[src/rtl/history_pkg.sv]
// Shared types for the history serializer: depth, index/count types,
// the captured snapshot payload and the frame FSM states.
package history_pkg;

    localparam int unsigned HIST_DEPTH      = 4;
    localparam int unsigned IDX_W           = 2;
    localparam int unsigned CNT_W           = 3;
    // Snapshot values are carried at this width; DATA_W must not exceed it.
    localparam int unsigned HIST_MAX_DATA_W = 32;

    typedef logic [IDX_W-1:0] hist_idx_t;
    typedef logic [CNT_W-1:0] hist_cnt_t;

    typedef struct packed {
        logic [HIST_DEPTH-1:0][HIST_MAX_DATA_W-1:0] vals;
        hist_cnt_t                                   cnt;
    } hist_snap_t;

    typedef enum logic {
        ST_IDLE = 1'b0,
        ST_SEND = 1'b1
    } hist_state_e;

    // Number of leading valid entries; anything after the first gap is ignored.
    function automatic hist_cnt_t first_gap(input logic [HIST_DEPTH-1:0] valid);
        hist_cnt_t n;
        logic      stop;
        n    = CNT_W'(HIST_DEPTH);
        stop = 1'b0;
        for (int unsigned k = 0; k < HIST_DEPTH; k++) begin
            if (!stop && !valid[k]) begin
                n    = CNT_W'(k);
                stop = 1'b1;
            end
        end
        return n;
    endfunction

endpackage

[src/rtl/hist_snapshot_capture.sv]
// Registers the previous input vector, flags a usable change and builds
// the snapshot (values plus leading-valid count) from the live inputs.
module hist_snapshot_capture
    import history_pkg::*;
#(
    parameter int unsigned DATA_W = 8
) (
    input  logic                             clk_i,
    input  logic                             rst_n_i,
    input  logic [HIST_DEPTH-1:0][DATA_W-1:0] hist_i,
    input  logic [HIST_DEPTH-1:0]            valid_i,
    output logic                             evt_c_o,
    output hist_snap_t                       snap_c_o
);

    localparam int unsigned VEC_W = HIST_DEPTH * (DATA_W + 1);

    logic [VEC_W-1:0] live_c;
    logic [VEC_W-1:0] snap_prev_q;

    assign live_c = {valid_i, hist_i};

    always_ff @(posedge clk_i or negedge rst_n_i) begin
        if (!rst_n_i) begin
            snap_prev_q <= '0;
        end else begin
            snap_prev_q <= live_c;
        end
    end

    // An empty snapshot (entry 0 invalid) never counts as an event.
    always_comb begin
        snap_c_o = '0;
        for (int unsigned k = 0; k < HIST_DEPTH; k++) begin
            snap_c_o.vals[k] = HIST_MAX_DATA_W'(hist_i[k]);
        end
        snap_c_o.cnt = first_gap(valid_i);
        evt_c_o      = (live_c != snap_prev_q) && (snap_c_o.cnt != '0);
    end

endmodule

[src/rtl/history_serializer.sv]
// Serializes each changed history snapshot into a valid/ready frame of
// n beats, with a one-deep pending slot and a saturating drop counter.
module history_serializer
    import history_pkg::*;
#(
    parameter int unsigned DATA_W = 8
) (
    input  logic              clk_in,
    input  logic              reset_n_in,
    input  logic [DATA_W-1:0] hist_0,
    input  logic [DATA_W-1:0] hist_1,
    input  logic [DATA_W-1:0] hist_2,
    input  logic [DATA_W-1:0] hist_3,
    input  logic              hist_valid_0,
    input  logic              hist_valid_1,
    input  logic              hist_valid_2,
    input  logic              hist_valid_3,
    output logic [DATA_W-1:0] m_data,
    output logic [1:0]        m_idx,
    output logic              m_last,
    output logic              m_valid,
    input  logic              m_ready,
    output logic              busy_out,
    output logic [7:0]        drop_cnt_out
);

    localparam int unsigned DROP_W = 8;

    logic [HIST_DEPTH-1:0][DATA_W-1:0] hist_c;
    logic [HIST_DEPTH-1:0]             valid_c;
    logic                              evt_c;
    hist_snap_t                        snap_c;

    hist_state_e       state_q, state_d;
    hist_snap_t        frame_q, frame_d;
    hist_snap_t        pend_q, pend_d;
    logic              pend_vld_q, pend_vld_d;
    hist_idx_t         idx_q, idx_d;
    logic [DROP_W-1:0] drop_q, drop_d;
    logic [DATA_W-1:0] m_data_q, m_data_d;
    hist_idx_t         m_idx_q, m_idx_d;
    logic              m_last_q, m_last_d;
    logic              xfer_c, final_c, send_c;

    assign hist_c  = {hist_3, hist_2, hist_1, hist_0};
    assign valid_c = {hist_valid_3, hist_valid_2, hist_valid_1, hist_valid_0};

    hist_snapshot_capture #(
        .DATA_W (DATA_W)
    ) u_capture (
        .clk_i    (clk_in),
        .rst_n_i  (reset_n_in),
        .hist_i   (hist_c),
        .valid_i  (valid_c),
        .evt_c_o  (evt_c),
        .snap_c_o (snap_c)
    );

    always_ff @(posedge clk_in or negedge reset_n_in) begin
        if (!reset_n_in) begin
            state_q    <= ST_IDLE;
            frame_q    <= '0;
            pend_q     <= '0;
            pend_vld_q <= 1'b0;
            idx_q      <= '0;
            drop_q     <= '0;
            m_data_q   <= '0;
            m_idx_q    <= '0;
            m_last_q   <= 1'b0;
        end else begin
            state_q    <= state_d;
            frame_q    <= frame_d;
            pend_q     <= pend_d;
            pend_vld_q <= pend_vld_d;
            idx_q      <= idx_d;
            drop_q     <= drop_d;
            m_data_q   <= m_data_d;
            m_idx_q    <= m_idx_d;
            m_last_q   <= m_last_d;
        end
    end

    // Frame sequencing, pending hand-off and beat output staging.
    always_comb begin
        state_d    = state_q;
        frame_d    = frame_q;
        pend_d     = pend_q;
        pend_vld_d = pend_vld_q;
        idx_d      = idx_q;
        drop_d     = drop_q;
        xfer_c     = (state_q == ST_SEND) && m_ready;
        final_c    = xfer_c && (CNT_W'(idx_q) == frame_q.cnt - CNT_W'(1));

        unique case (state_q)
            ST_IDLE: begin
                if (evt_c) begin
                    frame_d = snap_c;
                    idx_d   = '0;
                    state_d = ST_SEND;
                end
            end
            ST_SEND: begin
                if (final_c) begin
                    idx_d = '0;
                    if (pend_vld_q) begin
                        // A coincident event refills pending without a drop.
                        frame_d    = pend_q;
                        pend_d     = snap_c;
                        pend_vld_d = evt_c;
                    end else if (evt_c) begin
                        frame_d = snap_c;
                    end else begin
                        state_d = ST_IDLE;
                    end
                end else begin
                    if (xfer_c) begin
                        idx_d = idx_q + IDX_W'(1);
                    end
                    if (evt_c) begin
                        if (pend_vld_q && (drop_q != {DROP_W{1'b1}})) begin
                            drop_d = drop_q + DROP_W'(1);
                        end
                        pend_d     = snap_c;
                        pend_vld_d = 1'b1;
                    end
                end
            end
            default: state_d = ST_IDLE;
        endcase

        send_c   = (state_d == ST_SEND);
        m_idx_d  = send_c ? idx_d : '0;
        m_data_d = send_c ? DATA_W'(frame_d.vals[idx_d]) : '0;
        m_last_d = send_c && (CNT_W'(idx_d) == frame_d.cnt - CNT_W'(1));
    end

    assign m_data       = m_data_q;
    assign m_idx        = m_idx_q;
    assign m_last       = m_last_q;
    assign m_valid      = (state_q == ST_SEND);
    assign busy_out     = (state_q == ST_SEND);
    assign drop_cnt_out = drop_q;

endmodule

[config.mk]
export PLATFORM = sky130hd
export DESIGN_NAME = history_serializer
export DESIGN_NICKNAME = d
export VERILOG_FILES = /design/src/rtl/history_pkg.sv /design/src/rtl/hist_snapshot_capture.sv /design/src/rtl/history_serializer.sv
export SDC_FILE = /design/constraint.sdc
export NUM_CORES = 1
export LEC_CHECK = 0
export CAP_MARGIN = 20
export CORE_ASPECT_RATIO = 0.6
export CORE_UTILIZATION = 30
export DETAILED_ROUTE_END_ITERATION = 10
export HOLD_SLACK_MARGIN = 0.15
export PLACE_DENSITY = 0.48
export SKIP_LAST_GASP = 1
export SYNTH_ARGS = -nofsm -noshare
export SYNTH_HDL_FRONTEND = slang
export SYNTH_SLANG_ARGS = --single-unit
[constraint.sdc]
create_clock -name clk_in -period 3.55 [get_ports clk_in]
set_clock_uncertainty 0.05 [all_clocks]
set_input_delay 0.71 -clock clk_in [delete_from_list [all_inputs] [get_ports clk_in]]
set_output_delay 0.71 -clock clk_in [all_outputs]
set_load 0.005 [all_outputs]
Yosys cells after proc, flatten, opt, wreduce, memory -nomap -nowiden
Index checks and enable logic that the tools add are counted.
{ "word_totals": {"output_inout_bits": 21, "in_bits": 39, "regBits": 321, "wordCells": 77} }
{ "classes": {"add_sub_neg": 4, "n_lt_le_gt_ge": 1, "muxes": 29, "eq_ne": 5, "reduce_logical": 18, "bitwise_logic": 2} }
{ "ops": {"columns": ["cell", "n"], "rows": [
  ["$mux 131", 6],
  ["$pmux 131 s2", 1],
  ["$bmux 32 s2", 1],
  ["$ne 36x36->1", 1],
  ["$mux 8", 2],
  ["$mux 3", 4],
  ["$mux 1", 9],
  ["$add 8x1->8 const B", 1],
  ["$logic_and 1x1->1", 8],
  ["$mux 2", 4],
  ["$ne 8x8->1 const B", 1],
  ["$eq 2x3->1", 2],
  ["$sub 3x1->3 const B", 2],
  ["$logic_not 1->1", 5],
  ["$pmux 2 s2", 1],
  ["$reduce_and 4->1", 1],
  ["$lt 2x3->1 const B", 1],
  ["$reduce_and 3->1", 1],
  ["$reduce_bool 3->1", 1],
  ["$add 2x1->2 const B", 1],
  ["$ne 2x2->1 const B", 1],
  ["$not 1->1", 2],
  ["$pmux 1 s2", 1],
  ["$reduce_and 2->1", 1],
  ["$reduce_bool 2->1", 1]
]} }

Longest topological paths before layout
{ "logic_depth": {"word_depth": 18, "depth_mapped": 15, "depth_no_buf": 14} }

Cells and area by module
From an unflattened synthesis, not the netlist that was laid out.
{ "unflattened": {"hier_cells": 630, "hier_area_um2": 6975.4} }
{ "by_module_without_submodules": {"columns": ["module", "instances", "cells_each", "area_each_um2", "seq_area_each_um2"], "rows": [
  ["history_serializer", 1, 411, 4672.0, 2327.2],
  ["hist_snapshot_capture", 1, 219, 2303.5, 900.9]
]} }

Worst setup path after synthesis
No wires, ideal clock.
{ "synth_path": {"path_type": "in2reg", "start": "input port hist_2[3]", "end": "register m_last_q (netlist: m_last)", "required_ns": 3.369, "path_stages": 12, "slack_ns": 0.263, "arrival_time_ns": 3.106, "path_buffers": 1, "cell_sequence": "xor2_1 -> nor4_2 -> nand3_1 -> nor3_2 -> clkbuf_1 -> nor2_1 -> a311o_1 -> ha_1 -> and3_1 -> a221oi_1 -> nor4b_2 -> a2111oi_2"} }
{ "synth_via": {"elab_chain_cells": 9, "word_cells_on_any_way": 15} }
{ "synth_rtl": {"columns": ["element", "line", "rtl"], "rows": [
  ["start: declaration", "history_serializer.sv:12", "input logic [DATA_W-1:0] hist_2,"],
  ["$ne 36x36->1 (*)", "hist_snapshot_capture.sv:38", "evt_c_o = (live_c != snap_prev_q) && (snap_c_o.cnt != '0);"],
  ["$logic_and 1x1->1 (*)", "hist_snapshot_capture.sv:38", null],
  ["$mux 131", "history_serializer.sv:96, history_serializer.sv:110", null],
  ["$mux 131", "history_serializer.sv:105", "if (pend_vld_q) begin"],
  ["$mux 131", "history_serializer.sv:103", "if (final_c) begin"],
  ["$pmux 131 s2", "history_serializer.sv:94", "unique case (state_q)"],
  ["$sub 3x1->3", "history_serializer.sv:134", "m_last_d = send_c && (CNT_W'(idx_d) == frame_d.cnt - CNT_W'(1));"],
  ["$eq 2x3->1", "history_serializer.sv:134", null],
  ["$logic_and 1x1->1 (*)", "history_serializer.sv:134", null],
  ["net m_last_d", "history_serializer.sv:42", "logic m_last_q, m_last_d;"],
  ["end signal: assignment", "history_serializer.sv:79", "m_last_q <= m_last_d;"],
  ["end: declaration", "history_serializer.sv:42", null]
]} }
The timed path passes the listed nets; every way through them passes the cells marked *.
A chain may end at the register's enable or synchronous reset.

==> out/results.tsv <==
metric	value	unit
syn_nets	553	
io_pins	60	
period_share	94.2	%
clk_latency	0.42	ns
rows	39	
ys_warn_count	0	
ant_nets	0	
maxCapViolCount	0	
fin_tns_setup	0	ns
antenna_found_initial	0	
p_switching	2.73	mW
portBuffers	59	
final_hold_viol_count	0	
tightest_slew	0.824	ns
grt_usage	17.3	%
wl_per_cell	18.1	um
relSlewSlack	44.6	%
fmax	299	MHz
cts_buffer_depth	2	
synth_top_cell_by_area	dfrtp_1	
dr.pass1.iters	5	
arrival	3.58	ns
worst_hold_slack	0.239	ns
cts-htree-levels	4	
dp_hpwl	11500	um
ys_types	57	
netlist_area	5970	um2
clk_pin_slew	0.07	ns
yosysSeqAreaShare	54.1	%
worstSetupStartpointType	input pin	
avgSynthCellArea	11.7	um2
cts.sinks	129	
grt_pass1_vias	4600	
cts_tree	yes	
synth_most_common_cell	dfrtp_1	
path_class	input pin to flip-flop	
nets	675	
outcome	complete, no violations	
intPower	4.68	mW
cp_max_fo	4	
ys.flop_type	dfrtp_1	
synth-edff-count	0	
drive_above_1_share	26.0	%
drt-vias-per-instance	4.92	
p_clk_share	24.8	%
drt_wl_total	16500	um
synth_top_area_share	54.1	%
dieArea	20500	um2
root_buffer	clkbuf_16	
synth_cells	511	
grt_start_max_net_pins	61	
syn2layout_area_growth	32.9	%
critPathLaunch	hist_1[1]	
dieHeight	111	um
route.detailed.drc	0	
ir_worst_vdd	0.000332	V
chipWidth	184	um
n_antenna_cell	0	
power.density	934	nW/um2
hold_class	input pin to asynchronous set/reset pin	
cp-end-kind	flip-flop	
setup_violations	0	
seq_power_share	31.9	%
initial_utilization	31.0	%
p_total	7.41	mW
combPwrFrac	43.3	%
leakage	3.41	nW
finalWorstSetupSlack	0.208	ns
worst_r2r_startpoint	frame_q[0]	
cts_made_buffers	17	
required	3.79	ns
fp.coreArea	19300	um2
grt_pass1_wl	26600	um
ys_ff_latch	129	
fin_crit	3.34	ns
post-place-ws	-0.321	ns
switching_share	36.9	%
synth_common_cells	dfrtp_1, xor2_1, o22ai_1, or3_1, inv_1	
overflow	0	
drv_slew	0	
fillerInstances	1844	
synth.area.top_cells	dfrtp_1, xor2_1, mux2_2, o22ai_1, or3_1	
place_congestion	0.796	
num_vias	4490	
drtIter0Drc	191	
synthArstFlopShare	100	%
## power groups by stage
stage	Combinational, mW	Clock [mW]	Sequential, mW
global route	3.52	1.94	2.43
floorplan	2.08	0	2.31
global placement	3.12	0	2.36
CTS	3.18	1.87	2.36
detailed placement	3.17	0	2.39
finish	3.21	1.84	2.37
## repair_timing
item | 4_1_cts | 5_1_grt
hold buffers | 0 | 0
setup buffers | 0 | 2
endpoints found under the setup margin | 0 | 1
gates resized for setup | 0 | 3
## cell type report
type                       count  area, um2  share of cell area [%]
timing repair buffer         132       1170                    14.7
clock inverter                14        180                    2.27
multi-input combinational    326       2490                    31.3
clock buffer                  18        439                    5.53
sequential                   129       3230                    40.7
inverter                      27        101                    1.28
tap                          266        333                    4.19
## per-layer routing
layer	track usage [%]	vias up	wire [um]
met1	26.9	2269	8550
met3	4.14	9	945
met4	4.50	0	88
li1	-	2105	-
met2	23.3	107	6940
met5	0	-	0
## cells by family (layout without fill, tap and decap cells)
family / Yosys count / count (layout) / share of synthesized area, %
xor gates and xnor gates: 50 / 50 / 7.46
AOI/OAI and AO/OA: 104 / 104 / 13.2
buffers and inverters: 56 / 191 / 4.51
and+or+nand+nor: 135 / 135 / 13.8
adders and majority gates: 3 / 3 / 0.629
DFF: 129 / 129 / 54.1
muxes: 34 / 34 / 6.41
## state kept, by name, indices dropped and copies added, names as in the netlist, 2 cells and up
name and flops:
m_data 8, pend_q 35, m_idx 2, idx_q 2, frame_q 35, drop_cnt_out 8, u_capture.snap_prev_q 36
## worst max-delay path, stage by stage
cell	delay, ns
clkdlybuf4s50_1	0.46
xor2_1	0.17
nor4_2	0.30
nand4_2	0.27
or4_1	0.57
o211a_1	0.16
inv_1	0.06
ha_1	0.18
nor2_1	0.06
o221a_2	0.12
a221oi_1	0.20
nor4b_2	0.26
a2111oi_2	0.06
## cells in the final DEF (no fill, tap or decap), types with 19 or more instances in the layout
cell and n:
o22ai_1 33, xor2_1 38, a21oi_1 19, nor2_1 24
buf_4 71, inv_1 25, mux2_2 21, or3_1 33
dfrtp_1 129, nand3_1 20, clkdlybuf4s50_1 58
## metrics by stage
| step | cells | util, % | cell area (um2) |
|---|---|---|---|
| final | 912 | 41.2 | 7940 |
| after global routing | 912 | 41.2 | 7940 |
| after CTS | 909 | 41.0 | 7890 |
| after detailed placement | 877 | 37.7 | 7270 |
| after global placement | 877 | 37.7 | 7270 |
| after floorplan | 511 | - | 5970 |
## path summary, 6_finish.rpt
kind | to | cells past startpoint | slack (ns)
setup / recovery | m_last | 13 | 0.21
hold / removal | drop_cnt_out[5] | 1 | 0.24
setup reg to reg | m_last | 14 | 0.31
hold reg to reg | drop_cnt_out[5] | 1 | 0.45
max in group asynchronous | frame_q[37] | 2 | 2.41
min in group clk_in | drop_cnt_out[5] | 1 | 0.45
No activity file was read; power rests on OpenSTA's default activity.
